[src/rtl/alu_pkg.sv]
// rtl/alu_pkg.sv - shared types and constants for the ALU request sequencer
//
// Purpose: opcode enum, request struct and result width used by alu_seq,
//          alu_seq_fifo and the ALU placed alongside them.
// Ports:   none (package).
package alu_pkg;

  typedef enum logic [1:0] {
    ALU_ADD = 2'd0,
    ALU_SUB = 2'd1,
    ALU_MUL = 2'd2,
    ALU_XOR = 2'd3
  } alu_op_t;

  typedef struct packed {
    logic [7:0] a;
    logic [7:0] b;
    alu_op_t    op;
  } alu_req_t;

  localparam int ALU_RES_W = 16;

endpackage

[src/rtl/alu_seq_fifo.sv]
// rtl/alu_seq_fifo.sv - synchronous request FIFO for the ALU sequencer
//
// Purpose: DEPTH-entry FIFO of alu_req_t with occupancy count.
// Ports:
//   clk, rst_n         clock, synchronous active-low reset
//   push, push_data    write request (caller guarantees !full)
//   pop                remove head (caller guarantees !empty)
//   head               current head entry
//   full, empty        occupancy flags
//   level              number of stored entries
module alu_seq_fifo
  import alu_pkg::*;
#(
  parameter int DEPTH = 4
) (
  input  logic                           clk,
  input  logic                           rst_n,
  input  logic                           push,
  input  alu_req_t                       push_data,
  input  logic                           pop,
  output alu_req_t                       head,
  output logic                           full,
  output logic                           empty,
  output logic [$clog2(DEPTH+1)-1:0]     level
);

  localparam int AW = $clog2(DEPTH);
  localparam int LW = $clog2(DEPTH+1);

  alu_req_t          r_mem [DEPTH];
  logic [AW-1:0]     r_wr_ptr;
  logic [AW-1:0]     r_rd_ptr;
  logic [LW-1:0]     r_level;

  assign full  = (r_level == LW'(DEPTH));
  assign empty = (r_level == '0);
  assign level = r_level;
  assign head  = r_mem[r_rd_ptr];

  // DEPTH is a power of two, so pointer overflow is the modulo-DEPTH wrap.
  always_ff @(posedge clk) begin
    if (!rst_n) begin
      r_wr_ptr <= '0;
      r_rd_ptr <= '0;
      r_level  <= '0;
    end else begin
      if (push) r_wr_ptr <= r_wr_ptr + AW'(1);
      if (pop)  r_rd_ptr <= r_rd_ptr + AW'(1);
      case ({push, pop})
        2'b10:   r_level <= r_level + LW'(1);
        2'b01:   r_level <= r_level - LW'(1);
        default: r_level <= r_level;
      endcase
    end
  end

  // Storage needs no reset: entries are only visible once counted in r_level.
  always_ff @(posedge clk) begin
    if (rst_n && push) r_mem[r_wr_ptr] <= push_data;
  end

endmodule

[src/rtl/alu_seq.sv]
// rtl/alu_seq.sv - request sequencer in front of a combinational ALU
//
// Purpose: buffers operand/opcode requests in a FIFO, drives the FIFO head
//          to an external ALU and registers its result behind a
//          valid/ready output stage.
// Option:  ALU_SEQ_STATS_EN adds the saturating op_count output.
// Ports:
//   clk, rst_n                    clock, synchronous active-low reset
//   in_valid/in_ready             request handshake
//   in_a, in_b, in_op             request operands and opcode
//   alu_a, alu_b, alu_op          FIFO head to the ALU (0,0,ADD when empty)
//   alu_result                    combinational ALU result
//   out_valid/out_ready           result handshake
//   out_result, out_op            registered result and its opcode
//   level                         FIFO occupancy (output register excluded)
//   op_count                      completed-result count (option only)
module alu_seq
  import alu_pkg::*;
#(
  parameter int DEPTH = 4
) (
  input  logic                         clk,
  input  logic                         rst_n,
  input  logic                         in_valid,
  output logic                         in_ready,
  input  logic [7:0]                   in_a,
  input  logic [7:0]                   in_b,
  input  alu_op_t                      in_op,
  output logic [7:0]                   alu_a,
  output logic [7:0]                   alu_b,
  output alu_op_t                      alu_op,
  input  logic [ALU_RES_W-1:0]         alu_result,
  output logic                         out_valid,
  input  logic                         out_ready,
  output logic [ALU_RES_W-1:0]         out_result,
  output alu_op_t                      out_op,
  output logic [$clog2(DEPTH+1)-1:0]   level
`ifdef ALU_SEQ_STATS_EN
  ,
  output logic [15:0]                  op_count
`endif
);

  localparam logic [0:0] ST_EMPTY = 1'b0;
  localparam logic [0:0] ST_FULL  = 1'b1;

  logic [0:0]             r_state;
  logic [ALU_RES_W-1:0]   r_out_result;
  alu_op_t                r_out_op;

  alu_req_t               w_req;
  alu_req_t               w_head;
  logic                   w_full;
  logic                   w_empty;
  logic                   w_push;
  logic                   w_load;
  logic                   w_out_valid;

  assign w_req       = '{a: in_a, b: in_b, op: in_op};
  assign w_out_valid = (r_state == ST_FULL);

  // Ready depends only on occupancy, so a full FIFO refuses even when it
  // is popping this cycle; this keeps in_ready off the out_ready path.
  assign in_ready = !w_full;
  assign w_push   = in_valid && !w_full;
  assign w_load   = !w_empty && (!w_out_valid || out_ready);

  alu_seq_fifo #(
    .DEPTH(DEPTH)
  ) u_fifo (
    .clk       (clk),
    .rst_n     (rst_n),
    .push      (w_push),
    .push_data (w_req),
    .pop       (w_load),
    .head      (w_head),
    .full      (w_full),
    .empty     (w_empty),
    .level     (level)
  );

  // Stale FIFO storage must not reach the ALU when nothing is buffered.
  assign alu_a  = w_empty ? 8'd0    : w_head.a;
  assign alu_b  = w_empty ? 8'd0    : w_head.b;
  assign alu_op = w_empty ? ALU_ADD : w_head.op;

  always_ff @(posedge clk) begin
    if (!rst_n) begin
      r_state      <= ST_EMPTY;
      r_out_result <= '0;
      r_out_op     <= ALU_ADD;
    end else begin
      if (w_load) begin
        r_out_result <= alu_result;
        r_out_op     <= w_head.op;
      end
      case (r_state)
        ST_EMPTY: if (w_load) r_state <= ST_FULL;
        ST_FULL:  if (out_ready && !w_load) r_state <= ST_EMPTY;
        default:  r_state <= ST_EMPTY;
      endcase
    end
  end

  assign out_valid  = w_out_valid;
  assign out_result = r_out_result;
  assign out_op     = r_out_op;

`ifdef ALU_SEQ_STATS_EN
  logic [15:0] r_op_count;

  always_ff @(posedge clk) begin
    if (!rst_n) begin
      r_op_count <= '0;
    end else if (w_load && (r_op_count != 16'hFFFF)) begin
      r_op_count <= r_op_count + 16'd1;
    end
  end

  assign op_count = r_op_count;
`endif

endmodule

[config.mk]
export PLATFORM = sky130hd
export DESIGN_NAME = alu_seq
export DESIGN_NICKNAME = d
export VERILOG_FILES = /design/src/rtl/alu_pkg.sv /design/src/rtl/alu_seq_fifo.sv /design/src/rtl/alu_seq.sv
export SDC_FILE = /design/constraint.sdc
export NUM_CORES = 1
export LEC_CHECK = 0
export ABC_AREA = 1
export BUFFER_PORTS_ARGS = -buffer_cell sky130_fd_sc_hd__buf_4
export CORE_MARGIN = 3
export CORE_UTILIZATION = 34
export CTS_CLUSTER_SIZE = 40
export DETAILED_ROUTE_END_ITERATION = 10
export PLACE_DENSITY = 0.53
export SLEW_MARGIN = 20
export SYNTH_ARGS = -nofsm -noshare
export SYNTH_HDL_FRONTEND = slang
export SYNTH_SLANG_ARGS = --single-unit
[constraint.sdc]
create_clock -name clk -period 2.24 [get_ports clk]
set_clock_uncertainty 0.1 [all_clocks]
set_input_delay 0.224 -clock clk [delete_from_list [all_inputs] [get_ports clk]]
set_output_delay 0.224 -clock clk [all_outputs]
set_load 0.005 [all_outputs]
Yosys cells after proc, flatten, opt, wreduce, memory -nomap -nowiden

Memory sizes are Yosys's and may differ from the RTL's. A register that Yosys moved wholly into a read port is not among the register bits.
Cells that the tools add are included.

Logic and storage cells: 37
Input port bits: 38
Memories kept: 1
Bits in writable memories: 72
Bits in registers: 26

Memories:

| name         | words | bits a word | rd ports | clocked after Yosys merged registers in | wr ports | RTL line           | RTL |
|---|---|---|---|---|---|---|---|
| u_fifo.r_mem | 4     | 18          | 1        | 1                                       | 1        | alu_seq_fifo.sv:30 | `alu_req_t r_mem [DEPTH];` |

Bitwise gates (word level): 1
Reductions and logical operators: 11
Equality and inequality tests: 3
Mux-type cells: 11
Add/sub/neg operators: 4

Operators by type and width:

| kind                                                                   | count |
|---|---|
| 8-bit two-way mux                                                      | 2 |
| 2-bit two-way mux                                                      | 3 |
| 3-bit case mux with 2 select lines                                     | 1 |
| 2-bit by 1-bit adder with 2-bit output (second input constant)         | 2 |
| 1-bit logical AND                                                      | 4 |
| 1-bit logical NOT                                                      | 4 |
| 1-bit two-way mux                                                      | 4 |
| 3-bit by 1-bit adder with 3-bit output (second input constant)         | 1 |
| 3-bit equality test (second input constant)                            | 1 |
| 3-bit logical NOT                                                      | 1 |
| 3-bit by 1-bit subtractor with 3-bit output (second input constant)    | 1 |
| 2-bit by 1-bit equality test with 1-bit output (second input constant) | 1 |
| 2-bit equality test (second input constant)                            | 1 |
| 1-bit case mux with 2 select lines                                     | 1 |
| 2-bit nonzero test                                                     | 1 |
| 1-bit logical OR                                                       | 1 |
| 1-bit inverter                                                         | 1 |

Longest topological paths before layout

Depth in word-level cells: 7
Gate-level depth with buffers: 14
Mapped depth without buffers: 13

By module

A second synthesis with hierarchy kept.

Cell total of the unflattened synthesis: 393
Area total of the unflattened synthesis: 4146.5 µm²

By module, submodules not included:

| module       | area an instance (µm²) | instances | cells an instance | seq. area each (µm²) |
|---|---|---|---|---|
| alu_seq_fifo | 3151.8                 | 1         | 232               | 2342.2 |
| alu_seq      | 994.7                  | 1         | 161               | 380.4 |

Worst setup path before layout

No wires, ideal clock.

Path type: flip-flop to flip-flop
Start point: register u_fifo.r_level[1], in the netlist u_fifo.level[1]
End point: memory u_fifo.r_mem[0][0] (netlist name) (enable)
Stages on the path, launching flop included: 5
Period minus slack after synthesis: 2049 ps
Path buffers: 0
Arrival time: 1557 ps
Slack: 191 ps
Setup time: 393 ps
Path through: dfxtp_1 -> nor2_4 -> a21boi_1 -> nand2_1 -> nor2_1

Cells in the longest elaborated chain, start to end: 6

Ends and longest elaborated chain:

| element                                 | RTL line           | RTL |
|---|---|---|
| start, declared                         | alu_seq_fifo.sv:33 | `logic [LW-1:0] r_level;` |
| start signal, assigned                  | alu_seq_fifo.sv:50 | `2'b10: r_level <= r_level + LW'(1);` |
| start signal, assigned                  | alu_seq_fifo.sv:51 | `2'b01: r_level <= r_level - LW'(1);` |
| start signal, assigned                  | alu_seq_fifo.sv:52 | `default: r_level <= r_level;` |
| 3-bit equality test                     | alu_seq_fifo.sv:35 | `assign full = (r_level == LW'(DEPTH));` |
| 1-bit logical NOT                       | alu_seq.sv:65      | `assign w_push = in_valid && !w_full;` |
| 1-bit logical AND                       | alu_seq.sv:65      |  |
| 1-bit logical AND                       | alu_seq_fifo.sv:59 | `if (rst_n && push) r_mem[r_wr_ptr] <= push_data;` |
| 1-bit two-way mux                       | alu_seq_fifo.sv:59 |  |
| 1-bit two-way mux (not written as such) | alu_seq_fifo.sv:59 |  |
| end, declared                           | alu_seq_fifo.sv:30 |  |

No other way between the ends.

==> metrics.txt <==
status complete, no violations; CTS Sinks 100; CTS tree built; clock share of power 0.241; worst-margin pin slew 0.448 ns; Post-CTS Repair Setup Buffers 0; leakage 2.12 nW; setup slack, reg-to-reg 0.30 ns; endpoints failing setup 0; CP arrival 1.68 ns; Rel. slew slack 0.701; most common cell after layout, fill and taps aside nor2_1; TNS Setup 0 ns; clock-pin slew on the worst setup and hold paths 0.07 ns; latest clock arrival within the worst-skew pair 0.34 ns; Setup WS pre-CTS 0.302 ns; dpl hpwl 5570 um; Total Routing Usage GR 0.143; crit end category output pin; die width 115 um; via count 2859; crit-path max FO 15; Max Slew Vio Count 0; total CTS buffers 9; reg2reg start u_fifo.level[1]; maxcap violations 0; non-filler cells, final 625; Max VDD drop 586 uV; vias per cell 4.57; die area 0.0132 mm^2; Flop pwr share 0.388; Routed Antenna Nets 0; share of layout cells above drive strength 1 0.239; Ys Warns 0; Pwr Density 1220 mW/mm^2; Int Pwr 0.00420 W; vias in the first global route 2896; final net count 521; core area 0.0115 mm^2; grt ovf 0; Synth Register Bits 100; clock root cell clkbuf_16; worst hold path type in2reg; sw frac 0.341; Core Util, Final 0.453; Synthesized Nets 423; Design Power 0.00637 W; startpoint types register; CP required 1.92 ns; largest net degree at the start of global routing 37; drt wl/cell 13.9 um; Layout area overhead 29.5%; CTS Buffer Depth 2; initial antenna violation count 0; H-tree levels 3; drt total wl 8710 um; Gate power share 0.372; PortBufs 78; First-pass DRT Iterations 4; Final Hold Vio Count 0; Placed Instances 591; Tcrit/Tclk final 0.894; number of distinct library cells after synthesis 23; Initial Utilization 0.350; Levels on crit path 6; syn avg cell area 10.6 um^2; Gate Count Post-Synth 379; GPL Wtd Cong 0.735; ant diodes 0; Iter 0 DRT Violations 131; die boundary height 115 um; RSZ-0062 raised after global routing no; Slowest-stage cell, CP dfxtp_2; register area share after synthesis 0.675; commonest non-fill, non-tap cells in the layout nor2_1, buf_4, edfxtp_1, o21ai_0, nand2_1; type of the worst setup path reg2out; crit path cell chain buf_4 -> nor2_1 -> nor2_1 -> o21ai_0 -> a21oi_1 -> buf_4; Reg2Reg Capture Point u_fifo.level[2]; Worst Hold Depth 3; Setup crit end alu_b[2]; row cnt 39; # IOs 79; CP Buf/Inv Count 2; fmax 499 MHz; Post-route DRC 0; Layout fillers 1089; fin worst setup slack 0.237 ns; first-pass GRT wire length 14400 um; Worst path max stage delay 0.46 ns; CP delay by family, top flip-flops; Psw 0.00217 W; Mapped Area 0.00403 mm^2; post-layout min period 2.00 ns; R2R cell count 13
==> power by group through the flow <==
stage,Sequential [W],Clock [W],Combinational [W]
6_report,0.00247,0.00153,0.00237
5_1_grt,0.00251,0.00166,0.00272
4_1_cts,0.00247,0.00158,0.00242
3_5_place_dp,0.00251,0,0.00238
3_3_place_gp,0.00250,0,0.00237
2_1_floorplan,0.00247,0,0.00144
==> registers in the layout (all words and copies together) (netlist names), named ones only <==
| signal | cells |
|---|---|
| u_fifo.level | 3 |
| out_op | 2 |
| u_fifo.r_rd_ptr | 2 |
| out_result | 16 |
| u_fifo.r_mem | 72 |
| u_fifo.r_wr_ptr | 2 |
| out_valid | 1 |
==> worst min path at each step <==
stage / startpoint / to / slack, ns
floorplan: in_op[0] / u_fifo.r_mem[0][0] / 0.22
global placement: in_b[3] / u_fifo.r_mem[1][5] / 0.33
detailed placement: in_b[3] / u_fifo.r_mem[1][5] / 0.33
CTS: alu_result[1] / out_result[1] / 0.007
global route: alu_result[0] / out_result[0] / 0.02
finish: alu_result[1] / out_result[1] / 0.02
==> through the flow <==
| step | area, um^2 | hold WS, ns |
|---|---|---|
| floorplan | 4030 | 0.223 |
| global placement | 4740 | 0.328 |
| detailed placement | 4740 | 0.328 |
| CTS | 5220 | 0.00742 |
| global route | 5220 | 0.0166 |
| finish | 5220 | 0.0204 |
==> cell usage after synthesis (all sizes together) <==
cell type	n	area (um^2)
nand3b	1	7.51
a21boi	2	15.0
inv	31	121
a21oi	21	105
nor2	112	428
nand3	7	35.0
dfxtp	28	561
clkbuf	5	23.8
nand2	31	131
fa	1	20.0
edfxtp	72	2160
ha	5	62.6
buf	12	105
o21ai	51	255
==> cell families (layout without fill, tap and decap cells) <==
kind of cell,after synthesis,count (layout),share of synthesized area
simple gates,151,151,0.149
flops,100,100,0.675
compound gates,74,74,0.0931
buf+inv,48,151,0.0620
fa+ha+maj,6,6,0.0205
==> cell type report <==
type	count	area [um^2]	area share
repair buffers	104	826	0.158
well taps	143	179	0.0343
clock buffers	9	225	0.0431
multi-input cells	231	1070	0.205
inverters	31	121	0.0232
flip-flops and latches	100	2720	0.522
clock inverters	7	76.3	0.0146
==> repair_timing <==
item                                   CTS  global route
hold buffers                            18             0
resized for setup                        0             1
endpoints found under the hold margin   72             0
setup endpoints to repair                0            14
==> worst min-delay path, delay by kind of cell <==
kind | cells | cell delay (ns)
AO/OA/AOI/OAI | 1 | 0.05
AND/OR/NAND/NOR | 1 | 0.07
buffers and inverters | 1 | 0.08
==> layer usage <==
metal | GRT usage | share of wire | vias up
met5 | 0 | 0 | -
met4 | 0.0352 | 0.013 | 0
met3 | 0.0632 | 0.083 | 10
met2 | 0.232 | 0.47 | 82
met1 | 0.174 | 0.44 | 1316
li1 | - | - | 1451
Note: power is estimated with default switching activity, not from simulation.
